## src/rtl/dev_bus_pkg.sv

```systemverilog
// Shared types and constants for the two-master processor-side device bus arbiter.
package dev_bus_pkg;

  typedef enum logic [1:0] {
    ST_IDLE = 2'd0,
    ST_OWN0 = 2'd1,
    ST_OWN1 = 2'd2
  } state_t;

  localparam logic [3:0] BYTEEN_READ = 4'b0000;

  localparam logic MST_M0 = 1'b0;
  localparam logic MST_M1 = 1'b1;

endpackage

```

## src/rtl/rr_pick2.sv

```systemverilog
// Two-way fixed-priority pick: with both requests active, the prio master wins.
module rr_pick2
  import dev_bus_pkg::*;
(
  input  logic [1:0] req,
  input  logic       prio,
  output logic [1:0] gnt
);

  always_comb begin
    gnt = 2'b00;
    if (req[0] && req[1]) begin
      gnt = (prio == MST_M1) ? 2'b10 : 2'b01;
    end else if (req[0]) begin
      gnt = 2'b01;
    end else if (req[1]) begin
      gnt = 2'b10;
    end
  end

endmodule

```

## src/rtl/dev_bus_arbiter.sv

```systemverilog
// Round-robin arbiter sharing the bridge between the CPU data port (m0) and DMA/debug port (m1),
// with bounded locked bursts and a one-cycle registered read-return tag.
module dev_bus_arbiter
  import dev_bus_pkg::*;
#(
  parameter int ADDR_W    = 32,
  parameter int DATA_W    = 32,
  parameter int MAX_BURST = 8
) (
  input  logic              clk,
  input  logic              reset,
  input  logic              m0_req,
  input  logic              m0_lock,
  input  logic [ADDR_W-1:0] m0_addr,
  input  logic [DATA_W-1:0] m0_wdata,
  input  logic [3:0]        m0_byteen,
  output logic              m0_gnt,
  output logic              m0_rvalid,
  output logic [DATA_W-1:0] m0_rdata,
  input  logic              m1_req,
  input  logic              m1_lock,
  input  logic [ADDR_W-1:0] m1_addr,
  input  logic [DATA_W-1:0] m1_wdata,
  input  logic [3:0]        m1_byteen,
  output logic              m1_gnt,
  output logic              m1_rvalid,
  output logic [DATA_W-1:0] m1_rdata,
  output logic [ADDR_W-1:0] pr_addr,
  output logic [DATA_W-1:0] pr_wdata,
  output logic [3:0]        pr_byteen,
  input  logic [DATA_W-1:0] pr_rdata,
  output state_t            state
);

  // Handshake: a master holds req (and its addr/wdata/byteen/lock) until it sees gnt, which is
  // combinational in the same cycle; a granted read returns on rvalid exactly one cycle later.
  localparam int CNT_W = $clog2(MAX_BURST + 1);
  localparam logic [CNT_W-1:0] CNT_MAX = CNT_W'(MAX_BURST);
  localparam logic [CNT_W-1:0] CNT_ONE = CNT_W'(1);

  state_t           state_q, state_d;
  logic             prio_q, prio_d;
  logic [CNT_W-1:0] beat_q, beat_d;
  logic             rtag_v_q, rtag_v_d;
  logic             rtag_idx_q, rtag_idx_d;

  logic [1:0]       pick;
  logic [1:0]       gnt;
  logic             gnt_idx;
  logic             gnt_lock;
  logic [3:0]       gnt_byteen;
  logic [CNT_W-1:0] beat_next;

  rr_pick2 u_pick (
    .req  ({m1_req, m0_req}),
    .prio (prio_q),
    .gnt  (pick)
  );

  always_comb begin
    state_d    = state_q;
    prio_d     = prio_q;
    beat_d     = beat_q;
    gnt        = 2'b00;
    case (state_q)
      ST_IDLE: gnt = pick;
      ST_OWN0: gnt = {1'b0, m0_req};
      ST_OWN1: gnt = {m1_req, 1'b0};
      default: gnt = 2'b00;
    endcase
    if (reset) begin
      gnt = 2'b00;
    end

    gnt_idx    = gnt[1];
    gnt_lock   = gnt_idx ? m1_lock : m0_lock;
    gnt_byteen = gnt_idx ? m1_byteen : m0_byteen;
    beat_next  = (state_q == ST_IDLE) ? CNT_ONE : beat_q + CNT_ONE;

    if (gnt != 2'b00) begin
      if (state_q == ST_IDLE) begin
        prio_d = ~gnt_idx;
      end
      // The MAX_BURST-th consecutive grant always ends ownership, whatever lock says.
      if (beat_next == CNT_MAX) begin
        prio_d  = ~gnt_idx;
        state_d = ST_IDLE;
        beat_d  = '0;
      end else if (gnt_lock) begin
        state_d = gnt_idx ? ST_OWN1 : ST_OWN0;
        beat_d  = beat_next;
      end else begin
        state_d = ST_IDLE;
        beat_d  = '0;
      end
    end else begin
      state_d = ST_IDLE;
      beat_d  = '0;
    end

    rtag_v_d   = (gnt != 2'b00) && (gnt_byteen == BYTEEN_READ);
    rtag_idx_d = gnt_idx;
  end

  always_ff @(posedge clk) begin
    if (reset) begin
      state_q    <= ST_IDLE;
      prio_q     <= MST_M0;
      beat_q     <= '0;
      rtag_v_q   <= 1'b0;
      rtag_idx_q <= MST_M0;
    end else begin
      state_q    <= state_d;
      prio_q     <= prio_d;
      beat_q     <= beat_d;
      rtag_v_q   <= rtag_v_d;
      rtag_idx_q <= rtag_idx_d;
    end
  end

  assign m0_gnt    = gnt[0];
  assign m1_gnt    = gnt[1];
  assign pr_addr   = gnt[0] ? m0_addr   : (gnt[1] ? m1_addr   : '0);
  assign pr_wdata  = gnt[0] ? m0_wdata  : (gnt[1] ? m1_wdata  : '0);
  assign pr_byteen = gnt[0] ? m0_byteen : (gnt[1] ? m1_byteen : 4'b0000);

  // Reset also masks a read return still in flight from the cycle before.
  assign m0_rvalid = rtag_v_q && (rtag_idx_q == MST_M0) && !reset;
  assign m1_rvalid = rtag_v_q && (rtag_idx_q == MST_M1) && !reset;
  assign m0_rdata  = m0_rvalid ? pr_rdata : '0;
  assign m1_rdata  = m1_rvalid ? pr_rdata : '0;
  assign state     = state_q;

endmodule
```

## config.mk

```make
export PLATFORM = sky130hd
export DESIGN_NAME = dev_bus_arbiter
export DESIGN_NICKNAME = d
export VERILOG_FILES = /design/src/rtl/dev_bus_pkg.sv /design/src/rtl/rr_pick2.sv /design/src/rtl/dev_bus_arbiter.sv
export SDC_FILE = /design/constraint.sdc
export NUM_CORES = 1
export LEC_CHECK = 0
export BUFFER_PORTS_ARGS = -buffer_cell sky130_fd_sc_hd__buf_2
export CORE_AREA = 3 3 121 123
export CTS_BUF_LIST = sky130_fd_sc_hd__clkbuf_4
export CTS_CLUSTER_SIZE = 24
export DETAILED_ROUTE_END_ITERATION = 8
export DIE_AREA = 0 0 124 126
export SYNTH_ARGS = -nofsm -noshare
export SYNTH_HDL_FRONTEND = slang
export SYNTH_SLANG_ARGS = --single-unit
```

## constraint.sdc

```tcl
create_clock -name clk -period 3.65 [get_ports clk]
set_input_delay 0.73 -clock clk [delete_from_list [all_inputs] [get_ports clk]]
set_output_delay 0.73 -clock clk [all_outputs]
set_load 0.02 [all_outputs]
```

==> qor.txt <==
Chip Height -> 126 um
Arrival @ worst endpoint -> 2.20 ns
Initial antenna violation count -> 0
Clock Sinks -> 9
R2R depth -> 5
Pleak -> 2.07 nW
CTS tree -> done
Hold path start -> beat_q[0]
Hold path endpoint -> beat_q[0]
Hold Path Depth -> 1
Clock Skew -> 0.00574 ns
Area share of the largest cell type after synthesis -> 0.402
Prevailing post-synth register cell -> dfxtp_1
Status -> completed
Post-CTS Resized -> 0
Layout filler cell count -> 1570
Max_cap viols -> 0
Hpwl dp -> 8820 um
Number of diodes -> 0
Final RePlAce weighted congestion -> 0.812
Tightest Hold Check Type -> flop to flop
Crit path cell chain -> buf_2 > nor2b_2 > a2111oi_4 > buf_12 > a22o_1 > buf_2
Syn Inst Count -> 194
Top post-synthesis cells by area -> a22o_1 40%, and2_1 27%, dfxtp_1 12%
Global Route Usage Sum -> 0.112
Wirelength per Cell -> 15.0 um
Most used cell, CP -> buf_2
Finished Cell Area -> 3300 sq um
DRC viols -> 0
Worst-path maximum fanout -> 68
DRT Wirelength -> 10100 um
RR Endpoint -> beat_q[3]
Slew @ Worst Pin -> 0.412 ns
Die Width -> 124 um
Detailed-route via count -> 2693
Final Cycle Share -> 0.802
Final WS setup -> 0.722 ns
RR Startpoint -> state[0]
Layout cells sized above 1 -> 0.661
Core Box Area -> 13800 sq um
Endpoints failing hold -> 0
Worst-path clk slew -> 0.07 ns
Layout area overhead -> 120%
Number of synthesized register bits -> 9
Number of global-route vias before repair -> 2482
Slew margin rel. -> 0.725
Grt ovf -> 0
Top-count cell post-synth -> a22o_1
Pwr dens -> 160 nW/um^2
Dominant cell type by area after synthesis -> a22o_1
Vias per cell -> 4.00
Worst-Skew Late Latency -> 0.26 ns
Pre-CTS setup slack -> 0.721 ns
Setup TNS -> 0 ns
Routed Antenna Nets -> 0
Most common library cells after synthesis -> 69 x a22o_1, 64 x and2_1, 21 x clkbuf_1
Slowest Stage Delay on Critical Path -> 0.43 ns
Data required, critical path -> 2.92 ns
Std cell rows -> 43
Post-Syn Nets -> 369
Worst setup EP type -> primary output
Synth warnings -> 0
CTS Buf Count -> 3
Post-synth ARST share -> 0
Post-synth EDFFs -> 0
Root buf cell -> clkbuf_4
Pins Over Slew Limit -> 0
Unrepaired setup endpoints after global routing -> no
Fin crit period -> 2.93 ns
Seq/Total Area, Yosys -> 0.120
Critical-path top delay cell -> a2111oi_4
Worst vdd ir -> 0.0603 mV
Fmax -> 0.342 GHz
Layout Utilization -> 0.240
Setup violators final -> 0
Hold_buf cts -> 0
First-pass GRT wire length -> 13600 um
Port buffer count -> 311
Die area -> 15600 sq um
Critical path type -> input port to primary output
Final nets -> 669
Cell Area, Placed -> 3270 sq um
Post-CTS Setup Bufs -> 0
Pin count of the biggest net entering global routing -> 74
Syn_area_per_cell -> 7.75 sq um
Startpoint types -> input port
Starting density of the core -> 0.109
Clock Path Buffers -> 2
H-tree Lvls -> 1
Drt pass-1 iters -> 4
Cell area after synthesis -> 1500 sq um
Flop-to-flop setup slack -> 1.82 ns
Starting DRT DRC Count -> 40
Worst hold slack -> 0.484 ns
Post-synth cell types -> 26
I/O pins -> 312
## metrics by stage
stage | total power [mW] | cells
2_1_floorplan | 0.270 | 194
6_report | 0.527 | 673
3_5_place_dp | 0.453 | 669
5_1_grt | 0.560 | 673
3_3_place_gp | 0.454 | 669
4_1_cts | 0.534 | 673
## layout make-up
| class | instances | area [sq um] | area share |
|---|---|---|---|
| Inverter | 3 | 11.3 | 0.00341 |
| Tap cell | 180 | 225 | 0.0682 |
| Timing Repair Buffer | 316 | 1620 | 0.490 |
| Clock buffer | 3 | 22.5 | 0.00682 |
| Clock inverter | 1 | 5.00 | 0.00152 |
| Multi-Input combinational cell | 161 | 1240 | 0.375 |
| Sequential cell | 9 | 180 | 0.0546 |
## per-layer routing
| layer | track usage | wire length [um] | share of wire | vias up |
|---|---|---|---|---|
| li1 | - | - | - | 1336 |
| met1 | 0.141 | 4040 | 0.40 | 1167 |
| met2 | 0.199 | 4920 | 0.49 | 186 |
| met3 | 0.0171 | 1030 | 0.10 | 4 |
| met4 | 0.0213 | 76 | 0.0076 | 0 |
| met5 | 0 | 0 | 0 | - |
## where the power goes
group / switching [mW] / internal [mW] / leakage, nW
Combinational: 0.189 / 0.154 / 1.98
Sequential: 0.00361 / 0.101 / 0.0733
Clock: 0.0382 / 0.0405 / 0.0177
Total: 0.231 / 0.296 / 2.07
## cell families (layout without fill, tap and decap cells)
group,count (synthesis),count (layout),share of synthesized area
AO/OA/AOI/OAI,79,79,0.465
XOR/XNOR,2,2,0.0117
adder cells (fa/ha/maj),1,1,0.00833
buffers and inverters,24,323,0.0600
flip-flops,9,9,0.120
AND/OR/NAND/NOR,79,79,0.336
## cells in the final DEF (no fill, tap or decap)
cell	Yosys	layout
a2111oi_4	1	1
a21oi_1	1	1
a22o_1	69	69
a22oi_1	1	1
a311oi_1	1	1
a31o_2	1	1
a31oi_1	1	1
and2_1	64	64
and3_1	3	3
buf_12	0	2
buf_2	0	311
buf_4	0	3
clkbuf_4	0	3
clkinv_2	0	1
dfxtp_1	9	9
ha_1	1	1
inv_1	3	3
nand2_1	1	1
nand3_1	1	1
nor2_1	2	2
nor2b_2	1	1
nor3b_1	3	2
nor3b_2	0	1
nor4_1	1	1
nor4b_1	1	1
nor4b_2	1	1
o21ai_0	2	2
o311a_1	2	1
o311a_2	0	1
or4_1	1	1
xnor2_1	1	1
xor2_1	1	1
## critical path: cells and delay by family
family                 cells  cell delay, ns
AOI/OAI and AO/OA          2            0.64
buffers and inverters      3            0.59
and+or+nand+nor            1            0.18
## registers in the layout, summed over array words and instances, names as in the netlist
signal / cells
beat_q: 4
prio_q: 1
rtag_idx_q: 1
rtag_v_q: 1
state: 2
## worst max-delay path by stage
stage               slack, ns    from           end  cells after the start
floorplan                0.73  m1_req  pr_byteen[0]                      4
global placement         0.70  m1_req   pr_addr[22]                      6
detailed placement       0.72  m1_req   pr_addr[22]                      6
CTS                      0.71  m1_req   pr_addr[22]                      6
global route             0.65  m1_req  pr_wdata[27]                      6
finish                   0.72  m1_req  pr_wdata[30]                      6
No activity file was read; power rests on OpenSTA's default activity.
